**config.mk**
```make
export PLATFORM = sky130hd
export DESIGN_NAME = weight_stream_reader
export DESIGN_NICKNAME = d
export VERILOG_FILES = /design/src/rtl/weight_stream_reader.sv
export SDC_FILE = /design/constraint.sdc
export NUM_CORES = 1
export LEC_CHECK = 0
export CORE_AREA = 2 2 81 83
export DETAILED_ROUTE_END_ITERATION = 16
export DIE_AREA = 0 0 83 85
export PLACE_DENSITY_LB_ADDON = 0.15
export SLEW_MARGIN = 40
export SYNTH_ARGS = -nofsm -noshare
export SYNTH_HDL_FRONTEND = slang
export SYNTH_SLANG_ARGS = --single-unit
```
**constraint.sdc**
```tcl
create_clock -name CLK -period 3.3 [get_ports CLK]
set_clock_uncertainty 0.1 [all_clocks]
set_input_delay 0.33 -clock CLK [delete_from_list [all_inputs] [get_ports CLK]]
set_output_delay 0.33 -clock CLK [all_outputs]
set_load 0.1 [all_outputs]
```
**src/rtl/weight_stream_reader.sv**
```systemverilog
// weight_stream_reader
//   Streams DEPTH consecutive weight words, address 0..DEPTH-1, from a
//   synchronous weight memory to a valid/ready consumer through a 2-entry
//   output buffer.
//
// Parameters
//   DATA_W  weight word width
//   ADDR_W  weight memory address width
//   DEPTH   weights per layer slice, 1..2**ADDR_W
//
// Ports
//   CLK       clock, all state changes on the rising edge
//   RST       synchronous active-high reset
//   START     one-cycle request to stream a slice; only honoured in IDLE
//   BUSY      high whenever not IDLE
//   DONE      one-cycle pulse following the handshake of the last word
//   MEM_ADDR  memory read address (the read pointer)
//   MEM_EN    memory read enable
//   MEM_WE    memory write enable, tied low
//   MEM_DO    memory read data, valid the cycle after a read is issued
//   W_DATA    streamed weight (buffer head)
//   W_VALID   buffer non-empty
//   W_READY   consumer accepts the head word
//   W_LAST    head word is from address DEPTH-1
//   ABORT     (only with WEIGHT_STREAM_ABORT_EN defined) flush and return
//             to IDLE without a DONE pulse
//
// Configuration macro: WEIGHT_STREAM_ABORT_EN
module weight_stream_reader #(
  parameter int DATA_W = 16,
  parameter int ADDR_W = 5,
  parameter int DEPTH  = 28
) (
  input  logic              CLK,
  input  logic              RST,
  input  logic              START,
`ifdef WEIGHT_STREAM_ABORT_EN
  input  logic              ABORT,
`endif
  output logic              BUSY,
  output logic              DONE,
  output logic [ADDR_W-1:0] MEM_ADDR,
  output logic              MEM_EN,
  output logic              MEM_WE,
  input  logic [DATA_W-1:0] MEM_DO,
  output logic [DATA_W-1:0] W_DATA,
  output logic              W_VALID,
  input  logic              W_READY,
  output logic              W_LAST
);

  localparam logic [1:0] IDLE  = 2'd0;
  localparam logic [1:0] FETCH = 2'd1;
  localparam logic [1:0] DRAIN = 2'd2;

  localparam logic [ADDR_W-1:0] LAST_ADDR = ADDR_W'(DEPTH - 1);

  logic [1:0]        state_q, state_d;
  logic [ADDR_W-1:0] ptr_q, ptr_d;
  logic              pend_q, pend_d;
  logic              pend_last_q, pend_last_d;
  logic [1:0]        occ_q, occ_d;
  logic              rd_q, rd_d;
  logic              wr_q, wr_d;
  logic              done_q, done_d;
  logic [DATA_W-1:0] data_q [2];
  logic              last_q [2];

  logic              abort_w;
  logic              pop;
  logic              head_last;
  logic [2:0]        level;
  logic              issue;

`ifdef WEIGHT_STREAM_ABORT_EN
  assign abort_w = ABORT && (state_q != IDLE);
`else
  assign abort_w = 1'b0;
`endif

  assign pop       = (occ_q != 2'd0) && W_READY;
  assign head_last = last_q[rd_q];
  // Occupancy the buffer will have once the in-flight read lands and this
  // cycle's pop is taken; a new read may only be issued if that leaves room.
  assign level     = {1'b0, occ_q} + {2'b00, pend_q} - {2'b00, pop};
  assign issue     = (state_q == FETCH) && (level < 3'd2);

  always_comb begin
    state_d     = state_q;
    ptr_d       = ptr_q;
    pend_d      = issue;
    pend_last_d = issue && (ptr_q == LAST_ADDR);
    occ_d       = occ_q + {1'b0, pend_q} - {1'b0, pop};
    rd_d        = pop ? ~rd_q : rd_q;
    wr_d        = pend_q ? ~wr_q : wr_q;
    done_d      = 1'b0;

    case (state_q)
      IDLE: begin
        if (START) begin
          state_d = FETCH;
          ptr_d   = '0;
        end
      end
      FETCH: begin
        if (issue) begin
          if (ptr_q == LAST_ADDR) state_d = DRAIN;
          else                    ptr_d   = ptr_q + 1'b1;
        end
      end
      DRAIN: begin
        if (pop && head_last) begin
          state_d = IDLE;
          done_d  = 1'b1;
        end
      end
      default: state_d = IDLE;
    endcase

    if (abort_w) begin
      state_d     = IDLE;
      pend_d      = 1'b0;
      pend_last_d = 1'b0;
      occ_d       = '0;
      rd_d        = 1'b0;
      wr_d        = 1'b0;
      done_d      = 1'b0;
    end
  end

  always_ff @(posedge CLK) begin
    if (RST) begin
      state_q     <= IDLE;
      ptr_q       <= '0;
      pend_q      <= 1'b0;
      pend_last_q <= 1'b0;
      occ_q       <= '0;
      rd_q        <= 1'b0;
      wr_q        <= 1'b0;
      done_q      <= 1'b0;
      for (int unsigned i = 0; i < 2; i++) begin
        data_q[i] <= '0;
        last_q[i] <= 1'b0;
      end
    end else begin
      state_q     <= state_d;
      ptr_q       <= ptr_d;
      pend_q      <= pend_d;
      pend_last_q <= pend_last_d;
      occ_q       <= occ_d;
      rd_q        <= rd_d;
      wr_q        <= wr_d;
      done_q      <= done_d;
      if (pend_q) begin
        data_q[wr_q] <= MEM_DO;
        last_q[wr_q] <= pend_last_q;
      end
    end
  end

  assign BUSY     = (state_q != IDLE);
  assign DONE     = done_q;
  assign MEM_ADDR = ptr_q;
  assign MEM_EN   = issue;
  assign MEM_WE   = 1'b0;
  assign W_VALID  = (occ_q != 2'd0);
  assign W_DATA   = data_q[rd_q];
  assign W_LAST   = W_VALID && head_last;

endmodule
```
* Word level (Yosys, flattened, before mapping)
Memories as Yosys holds them, arrays and structs flattened. A register that Yosys moved wholly into a read port is not among the register bits. Cells that the tools add are included.
Cells by class: add/subtract/negate cells 5, $mul 0, div/mod/pow operators 0, order comparisons 1, eq/ne operators 8, shifts and indexed selects 0, muxes and demuxes 25, bitwise logic cells 3, reductions and logical operators 14
Operators by type and width (number):
- 16-bit two-way mux | 1
- 16-bit OR reduction | 1
- 1-bit two-way mux | 15
- 5-bit two-way mux | 3
- 5-bit case mux with 2 select lines | 1
- 2-bit two-way mux | 4
- 2-bit != test, second input constant | 4
- 4-bit AND reduction | 2
- 2-bit case mux with 3 select lines | 1
- 2-bit nonzero test | 3
- 5-bit by 1-bit adder with 5-bit output, second input constant | 1
- 5-bit == test, second input constant | 1
- 1-bit logical AND | 5
- 2-bit by 1-bit adder with 3-bit output | 1
- 3-bit by 2-bit < comparator with 1-bit output, second input constant | 1
- 1-bit NOT | 3
- 3-bit by 1-bit subtractor with 3-bit output | 1
- 2-bit by 1-bit adder with 2-bit output | 1
- 2-bit by 1-bit == test with 1-bit output, second input constant | 1
- 2-bit == test, second input constant | 1
- 2-bit zero test | 1
- 2-bit by 1-bit != test with 1-bit output, second input constant | 1
- 2-bit OR reduction | 1
- 2-bit by 1-bit subtractor with 2-bit output | 1
- 1-bit OR reduction | 1
Word-level totals: register bits after elaboration 14, latch bits 0, memory bits (writable) 34, ROM bits 0, input bits 20, output and inout port bits 27, memories 2
Memory list:
- data_q | words 2, width 16, rd ports 1, clocked after memory_dff 1, write ports 2, line 66 | logic [DATA_W-1:0] data_q [2];
- last_q | words 2, width 1, rd ports 1, clocked after memory_dff 1, write ports 2, line 67 | logic last_q [2];

* Longest topological paths before layout
Gate-level depths: netlist of run 1.
depth in word-level cells 7, depth in mapped cells 9, mapped depth without buffers 9

* Least setup slack after synthesis of run 1
OpenSTA, ideal clock, no wires.
kind reg-to-output, start point reg occ_q[1], end point out MEM_EN, data arrival time 3.013 ns, setup slack -0.143 ns, stages on the path, launching flop included 8, path buffers 0, path through dfxtp_1 -> o21a_1 -> ha_1 -> inv_1 -> ha_1 -> fa_1 -> nand3b_2 -> nor2_1
On the way: word-level cells in the longest chain between the ends 5, elaborated cells on any way between the ends 6, those cells by class add/sub (2); order compare (1); reduce/logical (3)
RTL lines:
- start: declaration | line 62 | logic [1:0] occ_q, occ_d;
- start signal: assignment | line 137 | occ_q <= '0;
- start signal: assignment | line 150 | occ_q <= occ_d;
- 2-bit nonzero test | line 81 | assign pop = (occ_q != 2'd0) && W_READY;
- 1-bit logical AND | line 81
- via pop | line 70 | logic pop;
- 3-bit by 1-bit subtractor with 3-bit output | line 85 | assign level = {1'b0, occ_q} + {2'b00, pend_q} - {2'b00, pop};
- via level[1] | line 72 | logic [2:0] level;
- 3-bit by 2-bit < comparator with 1-bit output | line 86 | assign issue = (state_q == FETCH) && (level < 3'd2);
- 1-bit logical AND | line 86
- end: declaration | line 43 | output logic MEM_EN,
The timed path passes the listed nets, and every way through them passes these cells.

* Final worst setup path of run 1
start point reg occ_q[1], end point out MEM_EN
On the way: word-level cells in the longest chain between the ends 5, elaborated cells on any way between the ends 6, those cells by class add/sub (2); order compare (1); reduce/logical (3)
RTL lines (line):
- 2-bit nonzero test | 81
- 1-bit logical AND | 81
- via pop | 70
- 3-bit by 1-bit subtractor with 3-bit output | 85
- 3-bit by 2-bit < comparator with 1-bit output | 86
- 1-bit logical AND | 86
The timed path passes the listed nets, and every way through them passes these cells.

==> results of run 1 <==
## Yosys cell counts (all sizes together), types with 2 or more instances
library cell	number
and2	34
edfxtp	34
mux2	16
dfxtp	15
nand3	13
nor2	8
inv	6
nor2b	5
nand2	4
nor3b	4
a21oi	3
buf	3
clkbuf	3
ha	3
nand2b	3
nand3b	2
nor4b	2
o21ai	2
xnor2	2
## worst max-delay path by stage
stage	end	slack (ns)	depth (start not counted)
global route	MEM_EN	0.23	9
global placement	MEM_EN	0.39	10
CTS	MEM_EN	0.34	9
finish	MEM_EN	0.35	9
detailed placement	MEM_EN	0.37	10
floorplan	MEM_EN	0.32	7
## worst max-delay path, stage by stage, from the launching register on
cell      delay [ns]
dfxtp_1         0.36
o21a_1          0.23
ha_1            0.28
inv_1           0.04
ha_1            0.18
fa_1            0.41
xor2_2          0.25
nand3b_2        0.14
nor2_2          0.15
buf_12          0.19
## layout make-up
type                    count  area (sq um)
repair buffers             48           405
clock inverters             3          41.3
well taps                  77          96.3
fillers                   602          3410
flip-flops and latches     49          1320
clock buffers               5          68.8
multi-input cells         113           841
inverters                   6          22.5
## sequential cells by signal, summed over array words and instances (netlist names), named ones only
signal,cells
MEM_ADDR,5
occ_q,2
last_q,2
wr_q,1
DONE,1
pend_last_q,1
pend_q,1
rd_q,1
data_q,32
state_q,2
## kinds of logic (layout without fill, tap and decap cells)
group	after synthesis	in the layout
simple gates	80	80
other cells	1	1
xor+xnor	3	3
compound gates	8	8
mux	17	17
buf+inv	12	62
fa+ha+maj	4	4
flops	49	49
## cell usage in the layout (no fill, tap or decap), drive strengths merged
cell type       n
and2           34
edfxtp         34
buf            29
clkdlybuf4s50  19
mux2           16
dfxtp          15
nand3          13
nor2            8
inv             6
nor2b           5
clkbuf          5
nand2           4
nor3b           4
nand2b          3
ha              3
a21oi           3
o21ai           2
xnor2           2
nand3b          2
nor4b           2
o21a            1
a21o            1
or2             1
xor2            1
mux2i           1
nor3            1
nand4b          1
a31oi           1
or3             1
nor4            1
fa              1
conb            1
clkinvlp        1
clkinv          1
bufinv          1
## per-layer routing
metal	up-vias	track usage [%]
met1	680	15.6
li1	702	-
met3	2	3.21
met2	28	21.6
met4	0	3.58
met5	-	0
## report_power, final
group	switching (uW)	internal [uW]
Sequential	39.8	739
Clock	197	223
Combinational	840	313
Total	1080	1280
## through the flow
step                      cell area [sq um]  instances  util [%]  worst slack, ns  hold WS, ns
after floorplan                        2210        174         -            0.316        0.381
after global placement                 2710        293      43.7            0.387        0.385
after detailed placement               2690        293      43.3            0.366        0.403
after CTS                              2800        301      45.1            0.337        0.419
after global routing                   2800        301      45.1            0.226        0.442
final                                  2800        301      45.1            0.346        0.409
==> out/results.tsv, run 1 <==
metric	value	unit
Starting Density	35.5	%
xor/xnor share of the synthesized area	1.53	%
worst skew pair latency	0.30	ns
Synth Area per Inst	12.7	sq um
share of layout cells above drive strength 1	26.8	%
Tot Pwr	2350	uW
Syn-to-layout area delta	26.8	%
Compound-Gate Fraction of Synth Area	2.27	%
area leader, netlist	edfxtp_1	
Port-buffer cells	45	
Leakage	0.00111	uW
Hold Vio Cnt, Final	0	
Yosys warning count	0	
Core Box Area	6200	sq um
Die W	83	um
Fmax achieved	339	MHz
I/O pin count	47	
Remaining DRCs	0	
Synth Net Count	198	
total routed wire length on the met1 layer	1820	um
clk slew on worst S/H paths	0.08	ns
sequential element share of the synthesized area	59.9	%
Detail Route met2 WL	2160	um
Final nets	247	
Post-synth EDFFs	34	
DP HPWL	2820	um
Pins Over Slew Limit	0	
Num CTS Buffers	5	
WL met3	198	um
Final Setup Violations	0	
Yosys top cell area share	46.3	%
WP data arrival	2.52	ns
total clock sinks	49	
Min-Delay Path Class	reg -> reg	
worst min-delay path endpoint	MEM_ADDR[1]	
CTS root buf	clkbuf_8	
endpoint of the most critical register-to-register path	MEM_ADDR[4]	
crit path from	occ_q[1]	
DRT iter0 DRCs	94	
CTS Buffer Depth	2	
hold depth	2	
Cell variety after synth	36	
setup TNS	0	ns
Post-Synth Simple-Gate Area	22.5	%
largest family of logic cells by synthesized area	simple AND/OR/NAND/NOR gates	
Adder-Cell Fraction of Synth Area	2.61	%
Main synth FF type	edfxtp_1	
CP Capture Type	output pin	
measured slew at the worst slew-check pin	0.754	ns
Worst setup SP type	flip-flop	
R2R Path Start	occ_q[1]	
ANT nets after route	0	
WS Path Type	reg -> out	
Die Area	7060	sq um
Slew HR	49.8	%
gpl congestion	0.703	
TritonCTS clock tree	yes	
top cells by area, synth	edfxtp_1, dfxtp_1, and2_1, mux2_2, nand3_1	
largest fanout on the critical path	4	
multiplexer area fraction after synthesis	8.63	%
status	completed	
RSZ-0062 raised after global routing	no	
GRT Total Usage	12.5	%
vias in the first global route	1433	
VDD IR-drop max	0.607	mV
cts repair resizes	0	
Vias/cell	4.69	
reg2reg path depth	9	
max_cap viols	0	
first-pass GRT wire length	6960	um
routed len/inst	14.0	um
H-tree level count	2	
initial antenna violation count	0	
Routed Wire Length	4200	um
Overflow after GRT	0	
number of antenna diodes	0	
P per Cell Area	842	nW/um^2
hold path startpoint	MEM_ADDR[1]	
fin crit period	2.95	ns
mapped cell area	2200	sq um
via count	1412	
die height	85	um
buffer count from post-CTS setup fixing	0	
pin count of the biggest net entering global routing	19	
flop2flop setup slack	0.74	ns
#FFs+latches synth	49	
1st-pass router iterations	4	
Max Used Layer	met4	
FFs w/ async S/R, synth	0	%
CP required	2.87	ns
cell row count	29	
Post-CTS Hold Buffers	0	
Synth Instances	174	
Final period util	89.5	%
(Power assumes the default switching activity.)
==> run 2, diff against run 1 <==
==> constraint.sdc (replaced) <==
create_clock -name CLK -period 3.1 [get_ports CLK]
set_clock_uncertainty 0.1 [all_clocks]
set_input_delay 0.31 -clock CLK [delete_from_list [all_inputs] [get_ports CLK]]
set_output_delay 0.31 -clock CLK [all_outputs]
set_load 0.1 [all_outputs]
==> out/results.tsv, run 2 (same netlist as run 1, synthesis figures left out) <==
metric	value	unit	change
status	completed		
Num CTS Buffers	5		unchanged
switching share of power	47.1	%	+1.3 points
Slew HR	60.1	%	+10 points
max reg flops	32		unchanged
I/O pin count	47		unchanged
Final nets	248		+0.40%
RSZ-0062 raised after global routing	no		
hold path startpoint	MEM_ADDR[1]		
WS Path Type	reg -> out		
met3 Track Usage GR	4.09	%	+0.88 points
gpl congestion	0.699		-0.58%
Starting Density	35.5	%	unchanged
CP Capture Type	output pin		
CP most frequent cell	ha_1		
most frequent cells in the layout	and2_1, edfxtp_1, buf_4		
P per Cell Area	870	nW/um^2	+3.4%
Min-Delay Path Class	reg -> reg		
Worst setup SP type	flip-flop		
Leakage	0.00110	uW	-0.91%
Overflow after GRT	0		unchanged
Worst Hold Slack	0.408	ns	-0.00139 ns
WP data arrival	2.51	ns	about the same
1st-pass router iterations	3		-1
Final period util	94.2	%	
vias in the first global route	1384		-3.4%
Clock Power Share	15.1	%	-2.8 points
CTS root buf	clkbuf_8		
# fillers	591		-1.8%
CP peak stage delay	0.41	ns	about the same
total clock sinks	49		unchanged
Port-buffer cells	45		unchanged
met1 usage	15.6	%	-0.053 points
switching power of the nets	1140	uW	+6.3%
GRT Total Usage	12.3	%	-0.18 points
Seq pwr share	34.8	%	+1.7 points
P_int	1290	uW	+0.76%
Hold Vio Cnt, Final	0		unchanged
fin crit period	2.92	ns	
cts repair resizes	0		unchanged
share of layout cells above drive strength 1	27.1	%	+0.33 points
global routing's busiest layer	met2		
setup TNS	0	ns	unchanged
Top reg by flops	data_q		
crit path from	occ_q[1]		
Util after Layout	45.0	%	about the same
H-tree level count	2		unchanged
max_cap viols	0		unchanged
first-pass GRT wire length	6790	um	-2.4%
initial antenna violation count	0		unchanged
largest fanout on the critical path	4		unchanged
Die W	83	um	unchanged
Vias/cell	4.70		+0.23%
buffer count from post-CTS setup fixing	0		unchanged
CTS Buffer Depth	2		unchanged
Syn-to-layout area delta	26.7	%	about the same
CP Cell Sequence	o21a_1 > ha_1 > inv_1 > ha_1 > fa_1 > xor2_2 > nand3b_2 > nor2_2 > buf_12		
Post-CTS Hold Buffers	0		unchanged
clk slew on worst S/H paths	0.08	ns	about the same
routing usage on met2	20.3	%	-1.2 points
DP HPWL	2820	um	+0.12%
Final Setup Violations	0		unchanged
Pins Over Slew Limit	0		unchanged
via count	1420		+0.57%
CP required	2.69	ns	-0.18 ns
ANT nets after route	0		unchanged
Comb pwr share	50.1	%	+1.1 points
Die Area	7060	sq um	unchanged
worst skew pair latency	0.30	ns	about the same
DRT iter0 DRCs	62		-34%
Remaining DRCs	0		unchanged
measured slew at the worst slew-check pin	0.598	ns	-0.156 ns
R2R Path Start	occ_q[1]		
Routed Wire Length	4080	um	-3.0%
cell row count	29		unchanged
routed len/inst	13.5	um	-3.3%
Fmax achieved	343	MHz	
Core Box Area	6200	sq um	unchanged
VDD IR-drop max	0.610	mV	+0.37%
pin count of the biggest net entering global routing	18		-1
number of antenna diodes	0		unchanged
CP max stage cell	fa_1		
die height	85	um	unchanged
TritonCTS clock tree	yes		
Tot Pwr	2430	uW	+3.3%
==> run 2: layout make-up <==
type | count | area, sq um | share of cell area [%]
sequential | 49 | 1320 | 47.3
multi-input combinational | 113 | 841 | 30.1
timing repair buffer | 49 | 425 | 15.2
tap | 77 | 96.3 | 3.45
clock buffer | 6 | 72.6 | 2.60
inverter | 6 | 22.5 | 0.806
clock inverter | 2 | 15.0 | 0.537
==> run 2: through the flow <==
stage	instance area, sq um	setup WS, ns	instances
global placement	2710	0.226	294
finish	2790	0.181	302
CTS	2790	0.163	302
detailed placement	2710	0.196	294
floorplan	2210	0.136	174
global route	2790	0.0589	302
==> run 2: power groups by stage <==
stage | logic, uW | registers (uW) | clock network [uW]
2_1_floorplan | 943 | 879 | 0
5_1_grt | 1280 | 860 | 413
3_3_place_gp | 1220 | 862 | 0
4_1_cts | 1230 | 849 | 378
6_report | 1220 | 847 | 366
3_5_place_dp | 1230 | 863 | 0
==> run 2: final timing paths <==
| kind | slack (ns) | depth (start not counted) | to |
|---|---|---|---|
| setup / recovery | 0.18 | 9 | MEM_EN |
| setup reg to reg | 0.50 | 9 | MEM_ADDR[3] |
| hold / removal | 0.41 | 2 | MEM_ADDR[1] |
| hold reg to reg | 0.41 | 2 | MEM_ADDR[1] |
==> run 2: critical path, delay by kind of cell (launching register included) <==
kind            cells  cell delay, ns
buf+inv             2            0.23
flops               1            0.36
simple gates        2            0.28
xor+xnor            1            0.26
fa+ha+maj           3            0.87
compound gates      1            0.22
==> run 2: metal layers <==
layer  vias up  wire length (um)
li1        705                 -
met1       680              1830
met2        29              2000
met3         6               195
met4         0                51
met5         -                 0
